[config.mk]
export PLATFORM = sky130hd
export DESIGN_NAME = wshb_rr_arbiter
export DESIGN_NICKNAME = d
export VERILOG_FILES = /design/src/rtl/wshb_arb_pkg.sv /design/src/rtl/rr_picker.sv /design/src/rtl/wshb_rr_arbiter.sv
export SDC_FILE = /design/constraint.sdc
export NUM_CORES = 1
export LEC_CHECK = 0
export ABC_AREA = 1
export BUFFER_PORTS_ARGS = -buffer_cell sky130_fd_sc_hd__buf_4
export CORE_UTILIZATION = 46
export CTS_CLUSTER_SIZE = 10
export DETAILED_ROUTE_END_ITERATION = 8
export PLACE_DENSITY = 0.73
export SYNTH_ARGS = -nofsm -noshare
export SYNTH_HDL_FRONTEND = slang
export SYNTH_SLANG_ARGS = --single-unit
[constraint.sdc]
create_clock -name sys_clk -period 1.3 [get_ports sys_clk]
set_input_delay 0.195 -clock sys_clk [delete_from_list [all_inputs] [get_ports sys_clk]]
set_output_delay 0.195 -clock sys_clk [all_outputs]
set_load 0.005 [all_outputs]
[src/rtl/wshb_arb_pkg.sv]
// wshb_arb_pkg: shared FSM states, counter width and round-robin pick function for the arbiter
package wshb_arb_pkg;
    typedef enum logic [1:0] {IDLE, OWN, GAP} state_e;
    localparam int QCNT_W = 8;
    localparam int MAX_N = 8;
    function automatic logic [2:0] rr_pick(input logic [MAX_N-1:0] req, input logic [2:0] last, input int n);
        logic [2:0] idx;
        logic [2:0] j;
        idx = 3'd0;
        for (int i = MAX_N; i >= 1; i--) begin
            j = 3'((int'(last) + i) % n);
            if (i <= n && req[j]) idx = j;
        end
        return idx;
    endfunction
endpackage

[src/rtl/rr_picker.sv]
// rr_picker: first set request after the last winner, searching upward modulo N
module rr_picker
    import wshb_arb_pkg::*;
#(
    parameter int N  = 2,
    parameter int IW = $clog2(N)
) (
    input  logic [N-1:0]  req_i,
    input  logic [IW-1:0] last_i,
    output logic [IW-1:0] idx_o,
    output logic          valid_o
);
    assign idx_o   = IW'(rr_pick(MAX_N'(req_i), 3'(last_i), N));
    assign valid_o = |req_i;
endmodule

[src/rtl/wshb_rr_arbiter.sv]
// wshb_rr_arbiter: round-robin Wishbone arbiter with urgency boost and transfer quantum
module wshb_rr_arbiter
    import wshb_arb_pkg::*;
#(
    parameter int N       = 2,
    parameter int QUANTUM = 16,
    parameter int IW      = $clog2(N)
) (
    input  logic              sys_clk,
    input  logic              sys_rst_n,
    input  logic [N-1:0]      req,
    input  logic [N-1:0]      urgent,
    input  logic              ack,
    output logic [N-1:0]      gnt,
    output logic [IW-1:0]     gnt_idx,
    output logic              busy,
    output logic [QCNT_W-1:0] qcnt
);
    state_e             state_q, state_d;
    logic [N-1:0]       gnt_q, gnt_d;
    logic [IW-1:0]      idx_q, idx_d;
    logic [IW-1:0]      last_q, last_d;
    logic               busy_q, busy_d;
    logic [QCNT_W-1:0]  qcnt_q, qcnt_d;
    logic [IW-1:0]      u_idx, p_idx, win;
    logic               u_vld, p_vld;
    logic               others, urg_other, quota_hit;
    logic [QCNT_W-1:0]  qcnt_inc;

    rr_picker #(.N(N), .IW(IW)) u_pick_urgent (
        .req_i   (req & urgent),
        .last_i  (last_q),
        .idx_o   (u_idx),
        .valid_o (u_vld)
    );

    rr_picker #(.N(N), .IW(IW)) u_pick_plain (
        .req_i   (req),
        .last_i  (last_q),
        .idx_o   (p_idx),
        .valid_o (p_vld)
    );

    assign win       = u_vld ? u_idx : p_idx;
    assign others    = |(req & ~gnt_q);
    assign urg_other = |(req & urgent & ~gnt_q);
    assign quota_hit = int'(qcnt_q) + 1 >= QUANTUM;
    assign qcnt_inc  = (qcnt_q == '1) ? qcnt_q : qcnt_q + 1'b1;

    // next state: hold the owner until it releases or must yield, then a one-cycle gap before re-arbitrating
    always_comb begin
        state_d = state_q;
        gnt_d   = gnt_q;
        idx_d   = idx_q;
        last_d  = last_q;
        busy_d  = busy_q;
        qcnt_d  = qcnt_q;
        case (state_q)
            OWN: begin
                if (ack) qcnt_d = qcnt_inc;
                if (!req[idx_q] || (ack && others && (quota_hit || urg_other))) begin
                    state_d = GAP;
                    gnt_d   = '0;
                    busy_d  = 1'b0;
                end
            end
            default: begin
                if (p_vld) begin
                    state_d = OWN;
                    gnt_d   = N'(1) << win;
                    idx_d   = win;
                    last_d  = win;
                    busy_d  = 1'b1;
                    qcnt_d  = '0;
                end else begin
                    state_d = IDLE;
                    gnt_d   = '0;
                    busy_d  = 1'b0;
                end
            end
        endcase
    end

    // all outputs are flops; reset leaves the pointer at N-1 so master 0 wins first
    always_ff @(posedge sys_clk or negedge sys_rst_n) begin
        if (!sys_rst_n) begin
            state_q <= IDLE;
            gnt_q   <= '0;
            idx_q   <= '0;
            last_q  <= IW'(N - 1);
            busy_q  <= 1'b0;
            qcnt_q  <= '0;
        end else begin
            state_q <= state_d;
            gnt_q   <= gnt_d;
            idx_q   <= idx_d;
            last_q  <= last_d;
            busy_q  <= busy_d;
            qcnt_q  <= qcnt_d;
        end
    end

    assign gnt     = gnt_q;
    assign gnt_idx = idx_q;
    assign busy    = busy_q;
    assign qcnt    = qcnt_q;
endmodule

==> results, run 1 <==
- The final weighted congestion in routability-driven placement is 0.8544.
- The first global-routing pass estimated 3.339 mm of wire.
- The number of cells on the worst reg-to-reg path is 8.
- The I/O pin total is 19.
- The delay of the slowest critical-path stage is 430 ps.
- The startpoint of the lowest-slack hold path is req[0].
- The leading register cell type out of synthesis is sky130_fd_sc_hd__dfrtp_1.
- For this design the static power due to leakage is 0.6147 nW.
- The post-route netlist has 38.00% of its cells at a drive strength greater than 1.
- The worst hold path depth is 4.
- The floorplan step set the die width to 44.28 um.
- Using the TritonRoute via totals, the vias-per-cell ratio works out to 4.833.
- Data arrives at the worst endpoint at 1550 ps.
- The final clock skew is 0.9467 ps.
- The clock input transition at the sequential cells of the worst setup and hold paths is 90 ps.
- The number of filler cells placed in the layout is 126.
- By area the synthesized netlist is led by sky130_fd_sc_hd__dfrtp_1 40%, sky130_fd_sc_hd__nand2_1 16%, sky130_fd_sc_hd__o21ai_0 5.5%, sky130_fd_sc_hd__inv_1 5.5%, sky130_fd_sc_hd__nand3_1 4.9%.
- The launching point of the worst reg2reg path is qcnt[1].
- The number of antenna violations at the first check in global routing is 0.
- The total power is 1.928 mW.
- The largest driver fanout on the critical path is 6.
- After synthesis, flip-flops and latches occupy 42.77% of the total area.
- Across all setup checks in the final design, the least slack found is -80.07 ps.
- Detailed placement ended at an HPWL of 1.556 mm.
- The first-pass detailed-route iteration total is 4.
- Of all cell types, the one taking the most synthesized area is sky130_fd_sc_hd__dfrtp_1.
- The total count of max-transition violations in the final report is 0.
- The post-route non-filler standard cell count is 174.
- Dividing the detail-routed wire length by the instance count gives 11.13 um.
- The register bit total from synthesis is 14.
- The vertical extent of the die is 44.28 um.
- The most common cell after layout, fill and taps aside is sky130_fd_sc_hd__buf_4.
- Max-cap violations in this run came to 0.
- The initial utilization of the core area, before any placement, comes to 51.57%.
- The total setup violations reported at the end of the flow is 12.
- After detailed placement, the design holds a cell count of 168.
- The routed layout has 841 vias.
- The area of placed instances is 1116 um^2.
- The smallest clock period supported by the final layout is computed as 1380 ps.
- The CTS tree is yes.
- The summed negative setup slack over all endpoints is -731.8 ps.
- Once detail routing completed, the nets flagged for antenna violations numbered 0.
- The total die area is 1960 um^2.
- Setup repair after global routing could not meet its margin everywhere.
- After detailed routing, the number of remaining DRC violations is 0.
- The residual overflow from global routing is 0.
- The count of buffers from port buffering is 18.
- Broken down by cell family, the worst path's largest delay share belongs to flip-flops.
- STA classifies the critical path startpoint as a flip-flop.
- The number of buffers and inverters on the critical path is 1.
- Dividing total power by cell area gives a power density of 1627 nW/um^2.
- IR analysis of the VDD net gives a maximum drop of 0.001170 V.
- Traced cell by cell, the critical path runs through ha_4 -> nand3_2 -> nor2_2 -> o21ai_2 -> o21ai_2 -> buf_4 -> nand2_1 -> o21ai_0.
- The total detailed-routing wirelength is 1.937 mm.
- The endpoint type of the worst setup path is a flip-flop.
- The final hold violation count is 0.
- The endpoint identified for the worst register-to-register timing path is qcnt[6].
- The type of the worst min-delay path is primary input to flip-flop.
- The most prevalent standard cell on the critical path is sky130_fd_sc_hd__o21ai_2.
- Timing would allow up to 724.6 MHz.
- The critical path class is flip-flop to flip-flop.
- Summing every instance area after synthesis gives 822.0 um^2.
- The worst hold path terminates at last_q.
- The iteration-0 DRC count of the detailed router is 29.
- The clock passes through at most 2 buffers.
- The instance count of the mapped netlist is 111.
- Compared with the post-synthesis result, the final layout area differs by 44.14%.
- Global routing consumed, over all layers together, 22.85% of the routing resources.
- The normalized max-slew margin is 81.85%.
- The worst-path cell with the longest stage delay is sky130_fd_sc_hd__dfrtp_1.
- The via count of the first global-routing pass is 792.
- The utilization after layout is 74.33%.
- The final clock period utilization by the worst path is 106.2%.
- The final antenna diode count is 0.
- Entering global routing, the biggest net connects 15 pins.
- The post-synthesis area per instance is 7.406 um^2.
- The Yosys step of the flow raised 0 warnings.
- At the pin with the least slew margin, the transition time is 269.4 ps.
- The library cells used most frequently in the layout, excluding fill and tap cells, are 34 x sky130_fd_sc_hd__buf_4, 33 x sky130_fd_sc_hd__nand2_1, 12 x sky130_fd_sc_hd__inv_1, 12 x sky130_fd_sc_hd__dfrtp_1.
- The flow ran to the end, but the final reports show violations.
- The async set-reset flop share out of synthesis is 100.0%.
- The cell at the root of the clock tree is sky130_fd_sc_hd__clkbuf_4.
- The total core area is 1594 um^2.
- The number of buffers added by the clock tree synthesis step is 3.
- The final standard cell area without fillers is 1185 um^2.
- Data on the critical path is required at its endpoint by 1470 ps.
- After floorplanning, the core was divided into 14 placement rows.
- Counting flops with a built-in enable in the synthesized netlist gives 0.
- The reg-to-reg setup timing slack is -80 ps.
- The final-stage net count is 159.
- In this run the biggest area consumer among cell types represents 39.57% of the synthesized area.
- When the netlist entered floorplanning its net count stood at 119.
- Hold timing on the final database bottoms out at a slack of 262.1 ps.
- The source-to-sink clock delay at the later pin of the worst-skew pair is 280 ps.
- The worst setup timing slack at the placement stage is -80.36 ps.
- Yosys mapped the design onto 25 distinct sky130hd cell types.
- In this run the number of H-tree levels came out at 1.
- The number of sinks handled by clock tree synthesis is 14.
- The final reports fail on negative setup slack.
==> layer usage <==
metal  share of wire [%]  vias up  global-route usage [%]
met5                   0        -                       0
li1                    -      436                       -
met2                  46       18                   35.88
met1                  49      382                   31.96
met4                 1.2        0                   7.879
met3                 3.4        5                   3.673
==> worst min-delay path: cells and delay by family <==
kind | cells | cell delay [ps]
and+or+nand+nor | 2 | 180
buffers and inverters | 1 | 90
AOI/OAI and AO/OA | 1 | 90
==> layout make-up <==
| cell class | count | area (um^2) | area share [%] |
|---|---|---|---|
| sequential | 14 | 352.8 | 29.78 |
| multi-input combinational | 83 | 440.4 | 37.17 |
| tap | 24 | 30.03 | 2.534 |
| timing repair buffer | 36 | 276.5 | 23.34 |
| inverter | 13 | 48.80 | 4.118 |
| clock buffer | 4 | 36.28 | 3.062 |
==> report_power, final <==
part / internal [mW] / switching [mW] / leakage [nW]
Clock: 0.171 / 0.154 / 0.0210
Combinational: 0.477 / 0.452 / 0.412
Sequential: 0.563 / 0.110 / 0.182
==> flip-flops by register name, indices dropped and copies added, names as in the netlist <==
signal / cells
gnt: 2
gnt_idx: 1
state_q: 2
qcnt: 8
last_q: 1
==> how the worst max path moves through the flow <==
stage,startpoint,end,slack [ps],depth (start not counted)
after floorplan,qcnt[0],qcnt[0],-10,8
after global placement,qcnt[1],state_q[1],-40,9
after CTS,qcnt[0],qcnt[6],-70,8
after detailed placement,qcnt[1],qcnt[0],-80,6
after global routing,qcnt[0],gnt[1],-210,10
final,qcnt[1],qcnt[6],-80,8
==> Yosys cell counts, types with 2 or more instances <==
library cell / number
sky130_fd_sc_hd__o21ai_2: 2
sky130_fd_sc_hd__nor2_2: 2
sky130_fd_sc_hd__nand3_1: 8
sky130_fd_sc_hd__nor2_1: 9
sky130_fd_sc_hd__o21ai_0: 9
sky130_fd_sc_hd__inv_1: 12
sky130_fd_sc_hd__nand4_1: 2
sky130_fd_sc_hd__o21ai_1: 2
sky130_fd_sc_hd__a21oi_1: 2
sky130_fd_sc_hd__nand2_2: 2
sky130_fd_sc_hd__nand2_1: 34
sky130_fd_sc_hd__dfrtp_1: 13
sky130_fd_sc_hd__or2_2: 2
==> cells by family after synthesis <==
family                     count (synthesis)  share of synthesized area [%]
AOI/OAI and AO/OA                         18                          12.48
xor gates and xnor gates                   1                          1.066
adders and majority gates                  1                          1.522
buffers and inverters                     14                          7.305
DFF                                       14                          42.77
and+or+nand+nor                           63                          34.85
==> what timing repair did <==
item	in CTS	in global routing
hold endpoints to repair	14	0
setup endpoints to repair	12	13
hold buffers	1	0
setup buffers	1	0
gates resized for setup	3	3
pin swaps	0	2
cloned	0	0
(Power assumes the default switching activity.)
==> run 2: changes to the inputs <==
Settings changed: CORE_UTILIZATION 46 to 55, PLACE_DENSITY 0.73 to 0.81.
Clock period 1.3 ns to 1.7 ns, I/O delays scaled along.
==> run 2 against run 1 <==
  * The flow now finishes without violations
  * Clock-buffer cell count did not move
  * Worst hold slack improved by 65 ps
  * Combinational power fell by 46%
  * Power fell by 35%
  * Critical path type unchanged
  * Highest routed layer unchanged
==> results, run 2 (same netlist as run 1, synthesis figures left out) <==
- The run finished with clean final reports.
- The largest net degree at the start of global routing is 15 (unchanged).
- The source-to-sink clock delay at the later pin of the worst-skew pair was 280 ps (about the same).
- Walking the worst path, the cells encountered are ha_1 -> nand3_1 -> nand2_1 -> nand2_1 -> nand2_1 -> nor2_1 -> nand3_2 -> nand2_2 -> nand3_1 -> nand2_1.
- The total core area is 1350 um^2 (-15%).
- The total setup violations reported at the end of the flow is 0 (-12).
- The type of the worst min-delay path is primary input to flip-flop.
- The fraction of power consumed by combinational cells is 39.9% (-8.3 points).
- The final hold violation count is 0 (unchanged).
- The total power was 1.257 mW (-35%).
- The number of antenna violations at the first check in global routing is 0 (unchanged).
- The number of nets still failing antenna checks after routing came to 0 (unchanged).
- The I/O pin total is 19 (unchanged).
- The reported net switching power is 490.0 uW (-32%).
- The placement row count is 13 (-1).
- The met2 wire length came to 770 um (-13%).
- The largest driver fanout on the critical path is 5 (-1).
- The placed wire-length estimate after detailed placement is 1.313 mm (-16%).
- The leakage power summed over all cells is 0.5149 nW (-16%).
- The wire length on met1 is 816 um (-15%).
- The worst voltage drop across the vdd grid is 0.0007472 V (-36%).
- The vertical extent of the die is 40.66 um (-8.2%).
- The final-stage net count is 142 (-11%).
- The maximum buffer depth of the clock tree came to 2 (unchanged).
- The top cell types in the final layout, fill and taps aside, are 34 x sky130_fd_sc_hd__nand2_1, 18 x sky130_fd_sc_hd__buf_4, 13 x sky130_fd_sc_hd__dfrtp_1.
- Setup repair after global routing left no endpoint under its margin.
- The global-route wire length before repair came to 2.670 mm (-20%).
- The highest metal layer carrying signal wires in the routed design is met4.
- The element type at the critical path start is a flip-flop.
- The number of violations of the max-capacitance limit was 0 (unchanged).
- The most prevalent standard cell on the critical path is sky130_fd_sc_hd__nand2_1.
- The first-pass detailed-route iteration total is 4 (unchanged).
- The internal power contribution was 766.6 uW (-37%).
- The overall routing resource usage came to 25.03% (+2.2 points).
- Leaving out fill and tap cells, the most frequent cell in the layout is sky130_fd_sc_hd__nand2_1.
- The quantity of hold-fixing buffers added after cts is 1 (unchanged).
- The worst-path cell with the longest stage delay is sky130_fd_sc_hd__dfrtp_1.
- The average detailed-routed wire length per instance is 11.65 um (+4.6%).
- The final clock skew is 1.101 ps (+0.1547 ps).
- The part of the power in registers is 41.1% (+6.2 points).
- The critical path class is flip-flop to flip-flop.
- The final clock period utilization by the worst path came to 88.91% (-17 points).
- The fmax is 661.6 MHz (-8.7%).
- The CTS tree is yes.
- The endpoint type of the worst setup path is a flip-flop.
- The required time of the worst setup path is 1920 ps (+450 ps).
- The count of vias placed by the detailed router is 800 (-4.9%).
- The number of buffers added by the clock tree synthesis step came to 3 (unchanged).
- The share of post-route cells with drive strength above 1 is 25.56% (-12 points).
- The summed negative setup slack over all endpoints is 0 ps (+731.8 ps).
- The delay of the slowest critical-path stage is 430 ps (about the same).
- The amount of wire on met3 after detailed routing is 93 um (+41%).
- The normalized max-slew margin was 69.92% (-12 points).
- The via count normalized by instance count is 5.405 (+12%).
- The total die area is 1653 um^2 (-16%).
- The number of flip-flops under the largest register name is 8 (unchanged).
- The time the final worst path needs with I/O delays and setup is 1511 ps (+131.4 ps).
- The count of buffers from port buffering is 18 (unchanged).
- The area growth from synthesis to layout is 22.98%.
- The power density relative to cell area is 1243 nW/um^2 (-24%).
- The post-route DRC violation count is 0 (unchanged).
- The fraction of power spent switching nets came to 39.00% (+1.8 points).
- The number of levels in the clock H-tree was 1 (unchanged).
- The total detailed-routing wirelength was 1.724 mm (-11%).
- The residual overflow from global routing was 0 (unchanged).
- The data arrival time of the worst path is 1730 ps (+180 ps).
- The via count of the first global-routing pass was 646 (-18%).
- The final weighted congestion in routability-driven placement is 0.8274 (-3.2%).
- The final antenna diode count was 0 (unchanged).
- The iteration-0 DRC count of the detailed router is 34 (+17%).
- The number of gates resized after cts is 0 (-3).
- The clock input transition at the sequential cells of the worst setup and hold paths is 80 ps (about the same).
- The fraction of power consumed by the clock network is 18.9% (+2.1 points).
- The post-CTS setup buffer count is 0 (-1).
- The starting utilization of the core area is 60.89% (+9.3 points).
- The slew at the pin with the worst max-slew slack is 451.2 ps (+181.8 ps).
- The total count of max-transition violations in the final report is 0 (unchanged).
- The horizontal extent of the die is 40.66 um (-8.2%).
- The number of sinks handled by clock tree synthesis was 14 (unchanged).
- The cell at the root of the clock tree is sky130_fd_sc_hd__clkbuf_4.
[run 2: cell count changes in the layout (fill, tap and decap cells not counted), moves of 2 or more]
cell                      change
sky130_fd_sc_hd__buf_4       -16
sky130_fd_sc_hd__nor2_1       +2
sky130_fd_sc_hd__nor2_2       -2
sky130_fd_sc_hd__o21ai_0      +3
sky130_fd_sc_hd__o21ai_1      -3
[run 2: final timing paths]
check	start	to	slack, ps	cells past startpoint
min in group asynchronous	sys_rst_n	state_q[1]	350	2
min	req[0]	last_q	330	4
max	qcnt[0]	gnt[0]	190	10
min reg2reg	last_q	last_q	470	2
max reg2reg	qcnt[0]	gnt[0]	190	10
max in group asynchronous	sys_rst_n	last_q	1120	2
[run 2: area by class of cell]
| class | instances | area (um^2) |
|---|---|---|
| Multi-Input combinational cell | 83 | 410.4 |
| Sequential cell | 14 | 351.6 |
| Fill cell | 109 | 339.1 |
| Timing Repair Buffer | 19 | 145.1 |
| Inverter | 13 | 48.80 |
| Clock buffer | 4 | 36.28 |
| Tap cell | 15 | 18.77 |
[run 2: worst max-delay path: cells and delay by family, from the launching register on]
family                   cells  cell delay [ps]
adder cells (fa/ha/maj)      1              260
flip-flops                   1              430
AND/OR/NAND/NOR              9              770
[run 2: power by group through the flow]
stage / clock [mW] / sequential [mW] / combinational (mW)
after global placement: 0 / 0.518 / 0.492
final: 0.238 / 0.517 / 0.502
after global routing: 0.254 / 0.531 / 0.571
after floorplan: 0 / 0.512 / 0.335
after detailed placement: 0 / 0.523 / 0.499
after CTS: 0.245 / 0.518 / 0.503
[run 2: per-stage QoR]
step	util (%)	hold slack [ps]	setup slack (ps)	instance area [um^2]	std cells
floorplan	-	-40.59	311.8	822.0	111
global placement	71.46	109.2	269.1	964.7	143
detailed placement	71.46	109.8	213.7	964.7	143
CTS	74.88	315.4	190.4	1011	148
global route	74.88	354.4	9.981	1011	148
finish	74.88	326.7	188.6	1011	148
[run 2: layer usage]
| layer | global-route usage (%) | vias up |
|---|---|---|
| li1 | - | 403 |
| met1 | 35.25 | 364 |
| met2 | 36.51 | 27 |
| met3 | 3.261 | 6 |
| met4 | 14.17 | 0 |
| met5 | 0 | - |
